File: src/rtl/uart_rx_capture.sv
// 8N1 console receiver: 2-flop sync, mid-bit sampling, FWFT byte FIFO with valid/ready output.
// Byte visible 2 cycles after stop-bit sample; full FIFO drops new bytes (sticky io_overflow) unless popped same cycle.
module uart_rx_capture #(
    parameter int CLK_FREQ_HZ = 100000000,
    parameter int BAUD        = 115200,
    parameter int DATA_BITS   = 8,
    parameter int FIFO_DEPTH  = 16
) (
    input  logic                          io_clock,
    input  logic                          io_reset,
    input  logic                          io_rxd,
    input  logic                          io_clear,
    output logic                          io_data_valid,
    input  logic                          io_data_ready,
    output logic [DATA_BITS-1:0]          io_data_payload,
    output logic [$clog2(FIFO_DEPTH):0]   io_count,
    output logic                          io_busy,
    output logic                          io_frameError,
    output logic                          io_overflow
);
    localparam int DIVISOR = (CLK_FREQ_HZ + BAUD / 2) / BAUD;
    localparam int CNT_W   = $clog2(DIVISOR);
    localparam int IDX_W   = (DATA_BITS > 1) ? $clog2(DATA_BITS) : 1;
    localparam int PTR_W   = $clog2(FIFO_DEPTH);

    localparam logic [CNT_W-1:0] HALF_LAST = CNT_W'(DIVISOR / 2 - 1);
    localparam logic [CNT_W-1:0] FULL_LAST = CNT_W'(DIVISOR - 1);
    localparam logic [IDX_W-1:0] IDX_LAST  = IDX_W'(DATA_BITS - 1);
    localparam logic [PTR_W:0]   CNT_FULL  = (PTR_W + 1)'(FIFO_DEPTH);

    typedef enum logic [2:0] {
        S_IDLE,
        S_START,
        S_DATA,
        S_STOP,
        S_BREAK
    } state_t;

    logic                 rx_meta_q, rx_s_q, rx_prev_q;
    state_t               state_q;
    logic [CNT_W-1:0]     cnt_q;
    logic [IDX_W-1:0]     bit_idx_q;
    logic [DATA_BITS-1:0] shift_q;
    logic                 busy_q, push_q, frame_err_q;

    logic [DATA_BITS-1:0] mem_q [FIFO_DEPTH];
    logic [PTR_W-1:0]     wr_ptr_q, rd_ptr_q;
    logic [PTR_W:0]       count_q;
    logic                 ovf_q;
    logic                 full, pop, do_push;

    always_ff @(posedge io_clock) begin
        if (io_reset) begin
            rx_meta_q <= 1'b1;
            rx_s_q    <= 1'b1;
            rx_prev_q <= 1'b1;
        end else begin
            rx_meta_q <= io_rxd;
            rx_s_q    <= rx_meta_q;
            rx_prev_q <= rx_s_q;
        end
    end

    // Counter restarts at zero on each state entry; HALF_LAST/FULL_LAST mark the sample cycle.
    always_ff @(posedge io_clock) begin
        if (io_reset) begin
            state_q     <= S_IDLE;
            cnt_q       <= '0;
            bit_idx_q   <= '0;
            shift_q     <= '0;
            busy_q      <= 1'b0;
            push_q      <= 1'b0;
            frame_err_q <= 1'b0;
        end else begin
            push_q      <= 1'b0;
            frame_err_q <= 1'b0;
            case (state_q)
                S_IDLE: begin
                    if (rx_prev_q && !rx_s_q) begin
                        state_q <= S_START;
                        cnt_q   <= '0;
                        busy_q  <= 1'b1;
                    end
                end
                S_START: begin
                    if (cnt_q == HALF_LAST) begin
                        cnt_q <= '0;
                        if (!rx_s_q) begin
                            state_q   <= S_DATA;
                            bit_idx_q <= '0;
                        end else begin
                            state_q <= S_IDLE;
                            busy_q  <= 1'b0;
                        end
                    end else begin
                        cnt_q <= cnt_q + CNT_W'(1);
                    end
                end
                S_DATA: begin
                    if (cnt_q == FULL_LAST) begin
                        cnt_q              <= '0;
                        shift_q[bit_idx_q] <= rx_s_q;
                        if (bit_idx_q == IDX_LAST) begin
                            state_q <= S_STOP;
                        end else begin
                            bit_idx_q <= bit_idx_q + IDX_W'(1);
                        end
                    end else begin
                        cnt_q <= cnt_q + CNT_W'(1);
                    end
                end
                S_STOP: begin
                    if (cnt_q == FULL_LAST) begin
                        cnt_q <= '0;
                        if (rx_s_q) begin
                            push_q  <= 1'b1;
                            state_q <= S_IDLE;
                            busy_q  <= 1'b0;
                        end else begin
                            frame_err_q <= 1'b1;
                            state_q     <= S_BREAK;
                        end
                    end else begin
                        cnt_q <= cnt_q + CNT_W'(1);
                    end
                end
                S_BREAK: begin
                    if (rx_s_q) begin
                        state_q <= S_IDLE;
                        busy_q  <= 1'b0;
                    end
                end
                default: begin
                    state_q <= S_IDLE;
                    busy_q  <= 1'b0;
                end
            endcase
        end
    end

    assign full    = (count_q == CNT_FULL);
    assign pop     = io_data_valid && io_data_ready;
    assign do_push = push_q && (!full || pop);

    // shift_q is stable during the push cycle, so it feeds the FIFO directly.
    always_ff @(posedge io_clock) begin
        if (do_push) begin
            mem_q[wr_ptr_q] <= shift_q;
        end
    end

    always_ff @(posedge io_clock) begin
        if (io_reset) begin
            wr_ptr_q <= '0;
            rd_ptr_q <= '0;
            count_q  <= '0;
            ovf_q    <= 1'b0;
        end else begin
            if (do_push) begin
                wr_ptr_q <= wr_ptr_q + PTR_W'(1);
            end
            if (pop) begin
                rd_ptr_q <= rd_ptr_q + PTR_W'(1);
            end
            if (do_push && !pop) begin
                count_q <= count_q + (PTR_W + 1)'(1);
            end else if (!do_push && pop) begin
                count_q <= count_q - (PTR_W + 1)'(1);
            end
            if (push_q && full && !pop) begin
                ovf_q <= 1'b1;
            end else if (io_clear) begin
                ovf_q <= 1'b0;
            end
        end
    end

    assign io_data_valid   = (count_q != '0);
    assign io_data_payload = io_data_valid ? mem_q[rd_ptr_q] : '0;
    assign io_count        = count_q;
    assign io_busy         = busy_q;
    assign io_frameError   = frame_err_q;
    assign io_overflow     = ovf_q;
endmodule

File: config.mk
export PLATFORM = sky130hd
export DESIGN_NAME = uart_rx_capture
export DESIGN_NICKNAME = d
export VERILOG_FILES = /design/src/rtl/uart_rx_capture.sv
export SDC_FILE = /design/constraint.sdc
export NUM_CORES = 1
export LEC_CHECK = 0
export ABC_AREA = 0
export BUFFER_PORTS_ARGS = -buffer_cell sky130_fd_sc_hd__buf_2
export CAP_MARGIN = 20
export CORE_UTILIZATION = 62
export CTS_CLUSTER_DIAMETER = 150
export DETAILED_ROUTE_END_ITERATION = 7
export GPL_ROUTABILITY_DRIVEN = 0
export PLACE_DENSITY_LB_ADDON = 0.05
export SYNTH_ARGS = -nofsm -noshare
export SYNTH_HDL_FRONTEND = slang
export SYNTH_SLANG_ARGS = --single-unit
export TNS_END_PERCENT = 10
File: constraint.sdc
create_clock -name io_clock -period 4.5 [get_ports io_clock]
set_input_delay 0.9 -clock io_clock [delete_from_list [all_inputs] [get_ports io_clock]]
set_output_delay 0.9 -clock io_clock [all_outputs]
set_load 0.05 [all_outputs]
# --- After elaboration in Yosys (flattened, before gate mapping) ---
# Memory sizes are Yosys's and may differ from the RTL's. A register that Yosys moved wholly into a read port is not among the register bits.
# Index checks and enable logic that the tools add are counted.
word_totals:
  regBits: 44
  ramBits: 128
  in_bits: 5
  out_inout_bits: 17
  word_cells: 105
  mem_count: 1
mem_list:
  columns: ["memory", "depth", "word_bits", "read_ports", "rd_ports_with_merged_regs", "wr", "line_no", "text"]
  rows:
  - ["mem_q", 16, 8, 1, 1, 1, "46", "logic [DATA_BITS-1:0] mem_q [FIFO_DEPTH];"]
op_classes:
  addsub: 6
  magnitude_cmp: 2
  n_eq_ne: 16
  muxes: 37
  n_bitwise: 3
  reduce_logical: 26
op_table:
  columns: ["cell", "n"]
  rows:
  - ["$mux W3", 11]
  - ["$mux W10", 3]
  - ["$pmux W10 S3", 1]
  - ["$ne A2 B2 Y1 const B", 8]
  - ["$pmux W3 S5", 1]
  - ["$mux W1", 11]
  - ["$add A10 B1 Y10 const B", 1]
  - ["$eq A10 B10 Y1 const B", 1]
  - ["$eq A10 B9 Y1 const B", 1]
  - ["$mux W5", 2]
  - ["$add A4 B1 Y4 const B", 2]
  - ["$bwmux W8", 1]
  - ["$logic_and A1 B1 Y1", 8]
  - ["$mux W4", 2]
  - ["$mux W8", 1]
  - ["$eq A3 B2 Y1 const B", 2]
  - ["$eq A3 B3 Y1 const B", 2]
  - ["$pmux W3 S2", 1]
  - ["$reduce_and A6 Y1", 1]
  - ["$reduce_bool A2 Y1", 3]
  - ["$add A5 B1 Y5 const B", 1]
  - ["$eq A5 B5 Y1 const B", 1]
  - ["$pmux W1 S5", 1]
  - ["$reduce_and A5 Y1", 1]
  - ["17 further kinds", 23]

# --- Longest topological paths before layout ---
# Gate-level depths: netlist (run 1).
depth:
  word_depth: 8
  mapped_depth: 11
  mapped_depth_nobuf: 11

# --- Least setup slack after synthesis (run 1) ---
# OpenSTA, ideal clock, no wires.
synth_timing:
  path_kind: "input to register"
  from: "input io_data_ready"
  to: "register count_q[4] (netlist: io_count[4])"
  setup_time_ns: 0.070
  arrival_ns: 3.020
  required_time_ns: 4.430
  path_slack_ns: 1.410
  path_stages: 10
  n_path_buf: 0
  path_cell_list: "inv_1 a31oi_1 ha_1 inv_1 fa_1 a21o_1 a21oi_1 xnor2_1 or3_1 a21oi_1"
synth_via:
  elab_chain_cells: 6
  word_cells_on_any_way: 9
  cone_classes: "1 x mux; 8 x reduce/logical"
synth_lines:
  columns: ["element", "line_no", "text"]
  rows:
  - ["from (decl)", "14", "input logic io_data_ready,"]
  - ["$logic_and A1 B1 Y1 *", "142", "assign pop = io_data_valid && io_data_ready;"]
  - ["$logic_or A1 B1 Y1 *", "143", "assign do_push = push_q && (!full || pop);"]
  - ["$logic_and A1 B1 Y1 *", "143", null]
  - ["via do_push", "50", "logic full, pop, do_push;"]
  - ["$logic_not A1 Y1", "167", "end else if (!do_push && pop) begin"]
  - ["$logic_and A1 B1 Y1", "167", null]
  - ["$reduce_bool A2 Y1 (no source line)", null, null]
  - ["to (signal assigned)", "166", "count_q <= count_q + (PTR_W + 1)'(1);"]
  - ["to (signal assigned)", "168", "count_q <= count_q - (PTR_W + 1)'(1);"]
  - ["to (decl)", "48", "logic [PTR_W:0] count_q;"]
# The timed path passes the listed nets; every way through them passes the cells marked *.
# A chain may end at the register's enable or synchronous reset.

==> results of run 1 <==
## power by group through the flow
| stage | registers [mW] | clock network [mW] | logic, mW |
|---|---|---|---|
| final | 1.83 | 1.38 | 0.901 |
| after global routing | 1.84 | 1.47 | 0.985 |
| after CTS | 1.83 | 1.41 | 0.909 |
| after detailed placement | 1.86 | 0 | 0.905 |
| after global placement | 1.86 | 0 | 0.893 |
| after floorplan | 1.88 | 0 | 0.739 |
## cells in the mapped netlist, drive strengths merged (2+ instances only)
master / count
nand4: 6
nand2b: 8
nand3: 9
or3b: 2
or3: 4
inv: 13
a211o: 2
a31oi: 6
nand3b: 2
nor3: 6
or2: 5
a22oi: 2
and2: 9
xor2: 6
nor3b: 3
buf: 13
mux4: 40
a21oi: 19
a22o: 4
ha: 13
nor2: 48
mux2i: 10
o21ai: 4
dfxtp: 48
clkbuf: 11
xnor2: 4
nand2: 19
nor4: 8
edfxtp: 128
a21o: 4
## cell families (layout without fill, tap and decap cells)
group	after synthesis	count (layout)	synth area share [%]
flip-flops	176	176	65.9
AND/OR/NAND/NOR	135	135	9.47
AO/OA/AOI/OAI	51	51	4.85
multiplexers	50	50	13.7
buffers and inverters	37	69	2.38
adder cells (fa/ha/maj)	14	14	2.50
XOR/XNOR	10	10	1.20
## layout make-up
cell class,instances,area (um2),area share [%]
clock inverter,14,129,1.60
multi-input combinational,260,2340,29.0
sequential,176,4810,59.7
timing repair buffer,24,128,1.58
tap,143,179,2.22
clock buffer,18,429,5.33
inverter,13,48.8,0.606
## flip-flops by register name (all words and copies together), names as in the netlist, 3 cells and up, named ones only
register and count:
bit_idx_q 3, cnt_q 10, io_count 5, mem_q 128
rd_ptr_q 4, shift_q 8, state_q 3, wr_ptr_q 4
## path summary, 6_finish.rpt
kind                       startpoint                       end
max                              flop        io_data_payload[4]
min              rx_meta_q$_SDFF_PP1_         rx_s_q$_SDFF_PP1_
max reg2reg  io_count[0]$_SDFFE_PP0P_  io_count[4]$_SDFFE_PP0P_
min reg2reg      rx_meta_q$_SDFF_PP1_         rx_s_q$_SDFF_PP1_
## per-layer routing
metal  vias to the layer above  track usage [%]  wire (um)
li1                       1855                -          -
met2                       119             40.1       6930
met5                         -                0          0
met4                         0             8.89        218
met3                        16             5.65        697
met1                      1985             33.2       5950
## per-stage QoR
step           cells  worst slack, ps
6_report         648              774
4_1_cts          648              700
3_5_place_dp     616             1160
5_1_grt          648              613
2_1_floorplan    473             1410
3_3_place_gp     616             1180
## worst max-delay path: stages (launching register included)
cell and delay [ps]:
dfxtp_2 400, buf_4 500, mux4_2 580, mux4_2 490, and2_1 190, buf_2 210
==> qor.yml, run 1 <==
io_buffers: 21
synthesis.yosys.warnings: 0
hold_viol: 0
synthArstFlopShare_pct: 0
num_vias: 3975
post_cts_buffers: 0
hold_slack_ps: 413
pwr-share-clk_pct: 33.7
dieArea_um2: 12200
fillers: 752
maxSlewViolCount: 0
power_mw: 4.11
cts_max_level: 4
drtIter0Drc: 315
cts.sinks: 176
clk_path_buf_depth: 2
p_sw_mw: 1.23
hold_buffers: 0
grt_pass1_wl_um: 22200
synth-seq-cells: 176
max_freq_mhz: 268
syn-num-nets: 492
grt_max_degree: 35
totalWireLength_um: 13800
clkTransAtPathRegs_ps: 70
drive_gt1_share_pct: 21.8
slew_headroom_pct: 30.3
yosysUniqueCellTypes: 53
synth-edff-count: 128
grt_antenna_before_repair: 0
finish.utilization_pct: 70.5
power_density_nw_per_um2: 511
status: "finished, final reports clean"
p_seq_share_pct: 44.4
ant_nets: 0
grt_overflow: 0
cts_root_buf: "clkbuf_16"
seq_area_frac_synth_pct: 65.9
reg2regPathDepth: 11
viasPerCell: 6.13
initial_core_util_pct: 63.9
final_common_cell: "edfxtp_1"
worstMarginPinSlew_ps: 1040
p_int_mw: 2.89
end_kind: "output port"
critical_path.max_fanout: 28
drtPass1Iterations: 4
cts_buffers: 17
chipHeight_um: 110
nets: 511
startpoint_type: "flop"
finalSetupTns_ps: 0
drc_errors: 0
netlist_instances: 473
dpl-instance-area_um2: 7500
fp-row-count: 39
ir_drop_uv: 433
wire_per_inst_um: 21.3
ys.flop_type: "edfxtp_1"
clk_latency_ps: 420
place_hpwl_um: 9060
cts_tree: "done"
synth_top_cell_area_share_pct: 52.7
fin_skew_ps: 5.32
ff2ff_setup_slack_ps: 1260
final_cell_mix: "edfxtp_1 (128), nor2_1 (48), dfxtp_1 (47)"
path_class: "reg2out"
antenna_cells: 0
fin_area_um2: 8060
min_period_over_period_pct: 82.8
avgSynthCellArea_um2: 15.4
crit_required_ps: 3600
rsz0062_at_grt: "no"
core_um2: 11400
cp.arrival_ps: 2830
min_period_ps: 3730
gr-usage-all-layers_pct: 24.8
holdPathStages: 1
cts_resized: 0
area_growth_syn_to_layout_pct: 10.4
combPwrFrac_pct: 21.9
switching_share_pct: 29.8
first_global_vias: 4057
die_w_um: 110
synth_area_leaders: "edfxtp_1 (53%), dfxtp_1 (13%), mux4_2 (12%)"
netlist.top_cell.by_area: "edfxtp_1"
netlist_area_um2: 7290
drv_cap: 0
hold_path.class: "reg2reg"
ioPinCount: 22
setup_violations: 0
p_leak_nw: 2.80
Power figures use the tool's default switching activity.
==> inputs of run 2 (changes only) <==
--- a/config.mk
+++ b/config.mk
@@ -8,7 +8,7 @@
 export ABC_AREA = 0
 export BUFFER_PORTS_ARGS = -buffer_cell sky130_fd_sc_hd__buf_2
 export CAP_MARGIN = 20
-export CORE_UTILIZATION = 62
+export CORE_UTILIZATION = 56
 export CTS_CLUSTER_DIAMETER = 150
 export DETAILED_ROUTE_END_ITERATION = 7
 export GPL_ROUTABILITY_DRIVEN = 0
==> constraint.sdc (replaced) <==
create_clock -name io_clock -period 3.2 [get_ports io_clock]
set_input_delay 0.64 -clock io_clock [delete_from_list [all_inputs] [get_ports io_clock]]
set_output_delay 0.64 -clock io_clock [all_outputs]
set_load 0.05 [all_outputs]
==> qor.yml, run 2 (same netlist as run 1, synthesis figures left out) <==
clk_path_buf_depth: 2  # unchanged
cp_slowest_stage_delay_ps: 540  # was 580 ps
end_kind: "output port"  # unchanged
core_um2: 12700  # was 11400 um2
die_w_um: 116  # was 110 um
antenna_cells: 0  # unchanged
cp_cell_sequence: "buf_12 > mux4_2 > mux4_2 > and2_1 > buf_2"  # was buf_4 > mux4_2 > mux4_2 > and2_1 > buf_2
cts_tree: "done"  # unchanged
power_density_nw_per_um2: 716  # was 511 nW/um2
setup_violations: 0  # unchanged
gr-usage-all-layers_pct: 22.6  # was 24.8%
cts_max_level: 4  # unchanged
regMostFlops: "mem_q"  # unchanged
ir_drop_uv: 421  # was 433 uV
final_common_cell: "edfxtp_1"  # unchanged
drtIter0Drc: 337  # was 315
path_class: "reg2out"  # unchanged
cts.sinks: 176  # unchanged
chipHeight_um: 116  # was 110 um
wire_per_inst_um: 20.1  # was 21.3 um
totalWireLength_um: 14000  # was 13800 um
maxSlewViolCount: 0  # unchanged
cp.arrival_ps: 2440  # was 2830 ps
area_growth_syn_to_layout_pct: 13.4  # was 10.4%
first_global_vias: 3903  # was 4057
critical_path.max_fanout: 12  # was 28
drive_gt1_share_pct: 23.1  # was 21.8%
dieArea_um2: 13500  # was 12200 um2
slew_headroom_pct: 56.8  # was 30.3%
worstMarginPinSlew_ps: 645  # was 1040 ps
min_period_ps: 3080
initial_core_util_pct: 57.6  # was 63.9%
viasPerCell: 5.83  # was 6.13
cts_root_buf: "clkbuf_16"  # unchanged
crit_required_ps: 2560  # was 3600 ps
top_regs: "mem_q: 128 flops, cnt_q: 10 flops, shift_q: 8 flops"  # unchanged
hold_slack_ps: 403  # was 413 ps
fp-row-count: 41  # was 39
drv_cap: 0  # unchanged
crit_path_top_delay_cell: "mux4_2"  # unchanged
grt_pass1_wl_um: 21700  # was 22200 um
io_buffers: 21  # unchanged
crit_top_cell: "mux4_2"  # unchanged
p_leak_nw: 2.90  # was 2.80 nW
placedCellCount: 665  # was 616
grt_max_degree: 35  # unchanged
finalSetupTns_ps: 0  # unchanged
num_vias: 4057  # was 3975
drc_errors: 0  # unchanged
fin_skew_ps: 7.37  # was 5.32 ps
clk_latency_ps: 420  # about the same
max_freq_mhz: 324
final_cell_mix: "edfxtp_1 (128), nor2_1 (48), dfxtp_1 (47)"  # unchanged
largest_reg_flops: 128  # unchanged
ioPinCount: 22  # unchanged
drtPass1Iterations: 5  # was 4
place_hpwl_um: 9140  # was 9060 um
layout.cells.non_filler: 696  # was 648
hold_path.class: "in2reg"  # was reg2reg
startpoint_type: "flop"  # unchanged
nets: 531  # was 511
pre_cts_ws_ps: 371  # was 1160 ps
power_mw: 5.92  # was 4.11 mW
ant_nets: 0  # unchanged
status: "finished, final reports clean"  # unchanged
min_period_over_period_pct: 96.4
rsz0062_at_grt: "no"  # unchanged
hold_viol: 0  # unchanged
cts_buffers: 17  # unchanged
clkTransAtPathRegs_ps: 60  # was 70 ps
grt_overflow: 0  # unchanged
setup_slack_ps: 116  # was 774 ps
grt_antenna_before_repair: 0  # unchanged
==> run 2: what timing repair did <==
action | CTS | global route
setup buffers | 0 | 0
pin swaps | 0 | 0
resized for setup | 1 | 2
setup endpoints to repair | 2 | 3
hold buffers | 0 | 0
==> run 2: power by group <==
group	total, mW	switching, mW	leakage [nW]	internal (mW)
logic	1.32	0.773	0.977	0.551
clock network	2.02	0.814	0.273	1.21
registers	2.57	0.0938	1.65	2.48
==> run 2: final cells by class <==
type	count	area (um2)
fill	963	4400
clock buffer	18	429
tap	172	215
multi-input combinational	260	2320
inverter	13	48.8
clock inverter	13	146
sequential	176	4810
timing repair buffer	44	310
==> run 2: final timing paths <==
path,depth (start not counted),from,slack (ps),to
worst max-delay path,5,flop,120,io_data_payload[1]
worst min-delay path,2,io_rxd,400,rx_meta_q$_SDFF_PP1_
worst max register to register,11,io_count[0]$_SDFFE_PP0P_,350,io_count[4]$_SDFFE_PP0P_
worst min register to register,1,rx_meta_q$_SDFF_PP1_,410,rx_s_q$_SDFF_PP1_
==> run 2: stage by stage <==
step | utilization (%) | instance area [um2]
final | 65.3 | 8270
after global routing | 65.3 | 8270
after CTS | 65.3 | 8270
after detailed placement | 60.7 | 7690
after global placement | 60.7 | 7690
after floorplan | - | 7290
==> run 2: worst max-delay path: cells and delay by family (launching register included) <==
family,cells,cell delay (ps)
DFF,1,420
and+or+nand+nor,1,190
muxes,2,1030
buffers and inverters,2,390
==> run 2: metal layers <==
metal | GRT usage (%) | share of wire [%] | vias up | wire, um
li1 | - | - | 1905 | -
met1 | 30.4 | 45 | 2029 | 6310
met2 | 37.1 | 49 | 106 | 6920
met3 | 4.36 | 3.9 | 17 | 549
met4 | 8.46 | 1.5 | 0 | 206
met5 | 0 | 0 | - | 0
